## src/rtl/irom_pkg.sv

```systemverilog
// Shared definitions for the instruction-ROM arbiter: ROM window defaults,
// FSM state encoding, master ids and the address window check.
// Optional feature macro: IROM_ARB_RR_EN (round-robin tie breaking).
package irom_pkg;

    localparam logic [63:0] ROM_START_DEF = 64'h0;
    localparam logic [63:0] ROM_SIZE_DEF  = 64'd20480;

    typedef enum logic [1:0] {IDLE, READ, RESP} state_t;

    localparam logic M0 = 1'b0;  // instruction fetch
    localparam logic M1 = 1'b1;  // data load (.rodata)

    // A full 8-byte word must fit inside the ROM, so the last 8 bytes are excluded.
    // The lower bound is checked first so addr - start never wraps. Needs size >= 8.
    function automatic logic in_window(input logic [63:0] addr,
                                       input logic [63:0] start,
                                       input logic [63:0] size);
        logic [63:0] offset;
        offset = addr - start;
        return (addr >= start) && (offset < (size - 64'd8));
    endfunction

endpackage

```

## src/rtl/irom_arb_pick.sv

```systemverilog
// Combinational two-way picker. On a tie the port that did not win last time
// is chosen; tying rr_last to M1 turns this into fixed M0 priority.
module irom_arb_pick
    import irom_pkg::*;
(
    input  logic [1:0] req,
    input  logic       rr_last,
    output logic       gnt_id,
    output logic       any
);

    // Pick the winning port id from the request pair
    always_comb begin
        gnt_id = M0;
        any    = |req;
        case (req)
            2'b01:   gnt_id = M0;
            2'b10:   gnt_id = M1;
            2'b11:   gnt_id = ~rr_last;
            default: gnt_id = M0;
        endcase
    end

endmodule

```

## src/rtl/irom_arbiter.sv

```systemverilog
// Shares the combinational instruction-ROM read port between instruction fetch
// (M0) and data load (M1). One access per two cycles: READ drives the ROM and
// grants, RESP returns the registered word. Out-of-window addresses return
// zero data with an error flag so an undriven ROM never reaches a master.
// Optional feature macro: IROM_ARB_RR_EN (round-robin instead of fixed M0 priority).
module irom_arbiter
    import irom_pkg::*;
#(
    parameter logic [63:0] ROM_START = ROM_START_DEF,
    parameter logic [63:0] ROM_SIZE  = ROM_SIZE_DEF
) (
    input  logic        HCLK,
    input  logic        HRESETn,

    input  logic        m0_req,
    input  logic [63:0] m0_addr,
    output logic        m0_gnt,
    output logic        m0_rvalid,
    output logic [63:0] m0_rdata,
    output logic        m0_rerr,

    input  logic        m1_req,
    input  logic [63:0] m1_addr,
    output logic        m1_gnt,
    output logic        m1_rvalid,
    output logic [63:0] m1_rdata,
    output logic        m1_rerr,

    output logic [63:0] rom_haddr,
    input  logic [63:0] rom_hrdata,
    output logic        busy
);

    state_t      state_q, state_d;
    logic [63:0] addr_q;
    logic        id_q;
    logic [63:0] rdata_q;
    logic        rerr_q;

    logic        rr_last;
    logic        pick_id;
    logic        pick_any;
    logic        arb_edge;
    logic        take;

`ifdef IROM_ARB_RR_EN
    logic rr_last_q;
    assign rr_last = rr_last_q;
`else
    // Pretending M1 always won last keeps M0 ahead on every tie.
    assign rr_last = M1;
`endif

    irom_arb_pick u_pick (
        .req     ({m1_req, m0_req}),
        .rr_last (rr_last),
        .gnt_id  (pick_id),
        .any     (pick_any)
    );

    // Arbitration happens on edges leaving IDLE or RESP; never during READ.
    assign arb_edge = (state_q == IDLE) || (state_q == RESP);
    assign take     = arb_edge && pick_any;

    // Next-state: IDLE -> READ -> RESP -> READ/IDLE
    always_comb begin
        state_d = state_q;
        unique case (state_q)
            IDLE:    if (pick_any) state_d = READ;
            READ:    state_d = RESP;
            RESP:    state_d = pick_any ? READ : IDLE;
            default: state_d = IDLE;
        endcase
    end

    // State register
    always_ff @(posedge HCLK or negedge HRESETn) begin
        if (!HRESETn) begin
            state_q <= IDLE;
        end else begin
            state_q <= state_d;
        end
    end

    // Latch the winner's address and id; addr_q doubles as the held ROM address
    always_ff @(posedge HCLK or negedge HRESETn) begin
        if (!HRESETn) begin
            addr_q <= '0;
            id_q   <= M0;
        end else if (take) begin
            addr_q <= (pick_id == M1) ? m1_addr : m0_addr;
            id_q   <= pick_id;
        end
    end

    // Capture the ROM word at the end of READ, or flag the address as out of window
    always_ff @(posedge HCLK or negedge HRESETn) begin
        if (!HRESETn) begin
            rdata_q <= '0;
            rerr_q  <= 1'b0;
        end else if (state_q == READ) begin
            if (in_window(addr_q, ROM_START, ROM_SIZE)) begin
                rdata_q <= rom_hrdata;
                rerr_q  <= 1'b0;
            end else begin
                rdata_q <= '0;
                rerr_q  <= 1'b1;
            end
        end
    end

`ifdef IROM_ARB_RR_EN
    // Remember the last granted port; reset favours M0 on the first tie
    always_ff @(posedge HCLK or negedge HRESETn) begin
        if (!HRESETn) begin
            rr_last_q <= M1;
        end else if (take) begin
            rr_last_q <= pick_id;
        end
    end
`endif

    // Output decode from state and latched winner
    always_comb begin
        m0_gnt    = (state_q == READ) && (id_q == M0);
        m1_gnt    = (state_q == READ) && (id_q == M1);
        m0_rvalid = (state_q == RESP) && (id_q == M0);
        m1_rvalid = (state_q == RESP) && (id_q == M1);
        m0_rerr   = m0_rvalid && rerr_q;
        m1_rerr   = m1_rvalid && rerr_q;
        m0_rdata  = rdata_q;
        m1_rdata  = rdata_q;
        rom_haddr = addr_q;
        busy      = (state_q != IDLE);
    end

endmodule

```

## config.mk

```make
export PLATFORM = sky130hd
export DESIGN_NAME = irom_arbiter
export DESIGN_NICKNAME = d
export VERILOG_FILES = /design/src/rtl/irom_pkg.sv /design/src/rtl/irom_arb_pick.sv /design/src/rtl/irom_arbiter.sv
export SDC_FILE = /design/constraint.sdc
export NUM_CORES = 1
export LEC_CHECK = 0
export ABC_CLOCK_PERIOD_IN_PS = 2200
export BUFFER_PORTS_ARGS = -buffer_cell sky130_fd_sc_hd__buf_2
export CAP_MARGIN = 20
export CORE_MARGIN = 2
export CORE_UTILIZATION = 27
export CTS_BUF_LIST = sky130_fd_sc_hd__clkbuf_2 sky130_fd_sc_hd__clkbuf_4 sky130_fd_sc_hd__clkbuf_8
export CTS_CLUSTER_SIZE = 12
export DETAILED_ROUTE_END_ITERATION = 6
export GPL_ROUTABILITY_DRIVEN = 0
export SLEW_MARGIN = 20
export SYNTH_ARGS = -nofsm -noshare
export SYNTH_HDL_FRONTEND = slang
export SYNTH_HIERARCHICAL = 1
export SYNTH_SLANG_ARGS = --single-unit
```

## constraint.sdc

```tcl
create_clock -name HCLK -period 2.2 [get_ports HCLK]
set_clock_uncertainty 0.2 [all_clocks]
set_input_delay 0.22 -clock HCLK [delete_from_list [all_inputs] [get_ports HCLK]]
set_output_delay 0.22 -clock HCLK [all_outputs]
set_load 0.02 [all_outputs]
```

==> flow_metrics.py <==
metrics = {
    "synthesis": {
        "syn_area_um2": 6115,
        "yosysWarnings": 6,
        "syn_inst": 537,
        "yosysSeqAreaShare_pct": 54.02,
        "ys_seq_elements": 132,
        "synth.avg_cell_area_um2": 11.39,
        "yosys.cell_types.count": 28,
        "synth_nets": 733,
        "synthArstFlopShare_pct": 100.0,
        "synth_flop_cell": "dfrtp_1",
        "synth_edf_count": 0,
    },
    "die": {
        "rows": 55,
        "num_io_pins": 395,
        "die_w_um": 154.5,
        "core_area_um2": 22430,
        "die_h_um": 154.5,
        "start_util_pct": 27.26,
        "die-area_um2": 23870,
    },
    "routing": {
        "via_per_inst": 4.651,
        "drt_iter0_markers": 238,
        "dr.pass1.iters": 7,
        "postRouteAntennaNets": 0,
        "wire_per_inst_um": 17.15,
        "num_vias": 6381,
        "drc": 0,
        "wl_um": 23530,
    },
    "layout": {
        "final_cell_mix": "393 x buf_2, 193 x dlygate4sd3_1, 132 x dfrtp_1, 66 x nand2_1",
        "multiInputGateArea_um2": 2195,
        "final_area_um2": 10700,
        "final_common_cell": "buf_2",
        "antenna_cells": 0,
        "regArea_um2": 3303,
        "drive_above_1_share_pct": 43.97,
        "final_nets": 1270,
        "final_core_util_pct": 47.70,
        "fillCellCount": 2072,
        "areaGrowthSynthToFinish_pct": 75.00,
    },
    "run": {
        "cap_violations": 0,
    },
    "timing": {
        "rsz0062_at_grt": "yes",
        "finalWorstSetupSlack_ns": 0.09335,
        "fin_crit_sh_pct": 95.76,
        "slew_viol_final": 0,
        "max_freq_mhz": 474.7,
        "hold_viol": 0,
        "finalSetupTns_ns": 0,
        "min_period_ns": 2.107,
        "finalSetupViolCount": 0,
    },
    "clock_tree": {
        "cts_sinks": 132,
        "cts_root_buf": "clkbuf_8",
        "cts_buffers": 17,
        "cts_tree": "built",
        "htreeDepth": 4,
        "path_clk_slew_ns": 0.09,
        "insertion_delay_ns": 0.44,
        "clockBufferDepth": 2,
    },
    "worst_setup_path": {
        "endpoint_kind": "flop",
        "cp_data_arrival_time_ns": 2.28,
        "cp.buffers_inverters": 3,
        "cp.depth": 7,
        "reg2regPathDepth": 7,
        "cp_top_family": "buffers and inverters",
        "cp_max_fo": 16,
        "cp.required_ns": 2.38,
        "rrSetupSlack_ns": 0.09,
        "r2r_start": "rom_haddr[58]",
        "path_cells": "nor4_1 -> buf_4 -> nand4_1 -> a2111oi_4 -> buf_6 -> clkbuf_16 -> a32o_1",
        "cpMaxStageDelayCell": "dfrtp_1",
        "worstReg2RegEnd": "m0_rdata[47]",
        "slowest_delay_ns": 0.40,
        "cp-start-kind": "flop",
        "timing_worst_setup_path_type": "flop to flop",
    },
    "power": {
        "powerDensity_nw_per_um2": 646.7,
        "finalPower_w": 0.006920,
        "ir_drop_mv": 0.3439,
        "p_leak_nw": 5.539,
    },
    "global_route": {
        "grt_pass1_vias": 6611,
        "antenna_found_initial": 0,
        "grt_first_pass_wirelength_um": 35040,
        "overflow": 0,
        "grt_max_degree": 67,
        "grt_use_total_pct": 18.98,
    },
    "placement": {
        "port_buffers": 394,
        "place_ws_ns": -0.1420,
        "hpwl_um": 15400,
        "placed_cell_area_um2": 8089,
    },
    "status": {
        "status": "completed",
    },
    "min_path": {
        "hp-class": "input pin to async pin",
    },
}
## cell families after synthesis
family / Yosys count / synth area share, %
AOI/OAI and AO/OA: 132 / 16.45
buffers and inverters: 109 / 11.62
muxes: 64 / 10.48
and+or+nand+nor: 99 / 7.366
other: 1 / 0.06133
DFF: 132 / 54.02
## flip-flops by register name, indices dropped and copies added (netlist names)
signal and count:
id_q 1, rerr_q 1, m0_rdata 64, rom_haddr 64
state_q 2
## report_power, final
part	internal, W	leakage [nW]	switching [W]	total [W]
Clock	0.00118	0.215	0.00104	0.00222
Sequential	0.00266	1.72	0.000214	0.00288
Combinational	0.000842	3.60	0.000979	0.00182
## final cells by class
| type | count | share of cell area [%] |
|---|---|---|
| Sequential cell | 132 | 30.87 |
| Clock buffer | 19 | 2.385 |
| Timing Repair Buffer | 624 | 41.18 |
| Inverter | 3 | 0.1052 |
| Clock inverter | 13 | 1.614 |
| Tap cell | 285 | 3.333 |
| Multi-Input combinational cell | 296 | 20.51 |
## worst max-delay path by stage
stage                        startpoint            to  slack (ns)
final                     rom_haddr[58]  m0_rdata[47]        0.09
after global routing      rom_haddr[29]  m0_rdata[39]       -0.07
after CTS                    state_q[0]       m0_rerr        0.03
after detailed placement  rom_haddr[63]  m0_rdata[59]       -0.14
after global placement    rom_haddr[63]  m0_rdata[60]       -0.09
after floorplan           rom_haddr[13]   m0_rdata[4]        0.25
## Yosys cell counts (all sizes together), types with 3 or more instances
cell type / count / share of area (%)
clkbuf: 22 / 1.4
buf: 84 / 10
or2: 3 / 0.31
mux2i: 64 / 10
dfrtp: 132 / 54
nor2: 4 / 0.25
nand4: 3 / 0.31
a32o: 64 / 10
nand2: 66 / 4.1
inv: 3 / 0.18
nor4: 12 / 1.2
o21ai: 65 / 5.3
## through the flow
step | hold WS (ns) | cells
floorplan | -0.2756 | 537
global placement | 0.004834 | 1140
detailed placement | 0.006230 | 1140
CTS | 0.06514 | 1367
global route | 0.1074 | 1372
finish | 0.09159 | 1372
## per-layer routing
layer	vias up	GRT usage, %	routed length, um
li1	2985	-	-
met1	3036	21.08	9057
met2	314	33.82	12260
met3	46	4.791	1482
met4	0	9.392	736
met5	-	0	0
## repair_timing
action / in CTS / in global routing
setup endpoints to repair: 68 / 67
gates resized for setup: 9 / 12
hold endpoints to repair: 260 / 0
cloned: 1 / 5
buffers inserted: 1 / 1
pin swaps: 0 / 18
hold buffers: 193 / 0
Note: power is estimated with default switching activity, not from simulation.
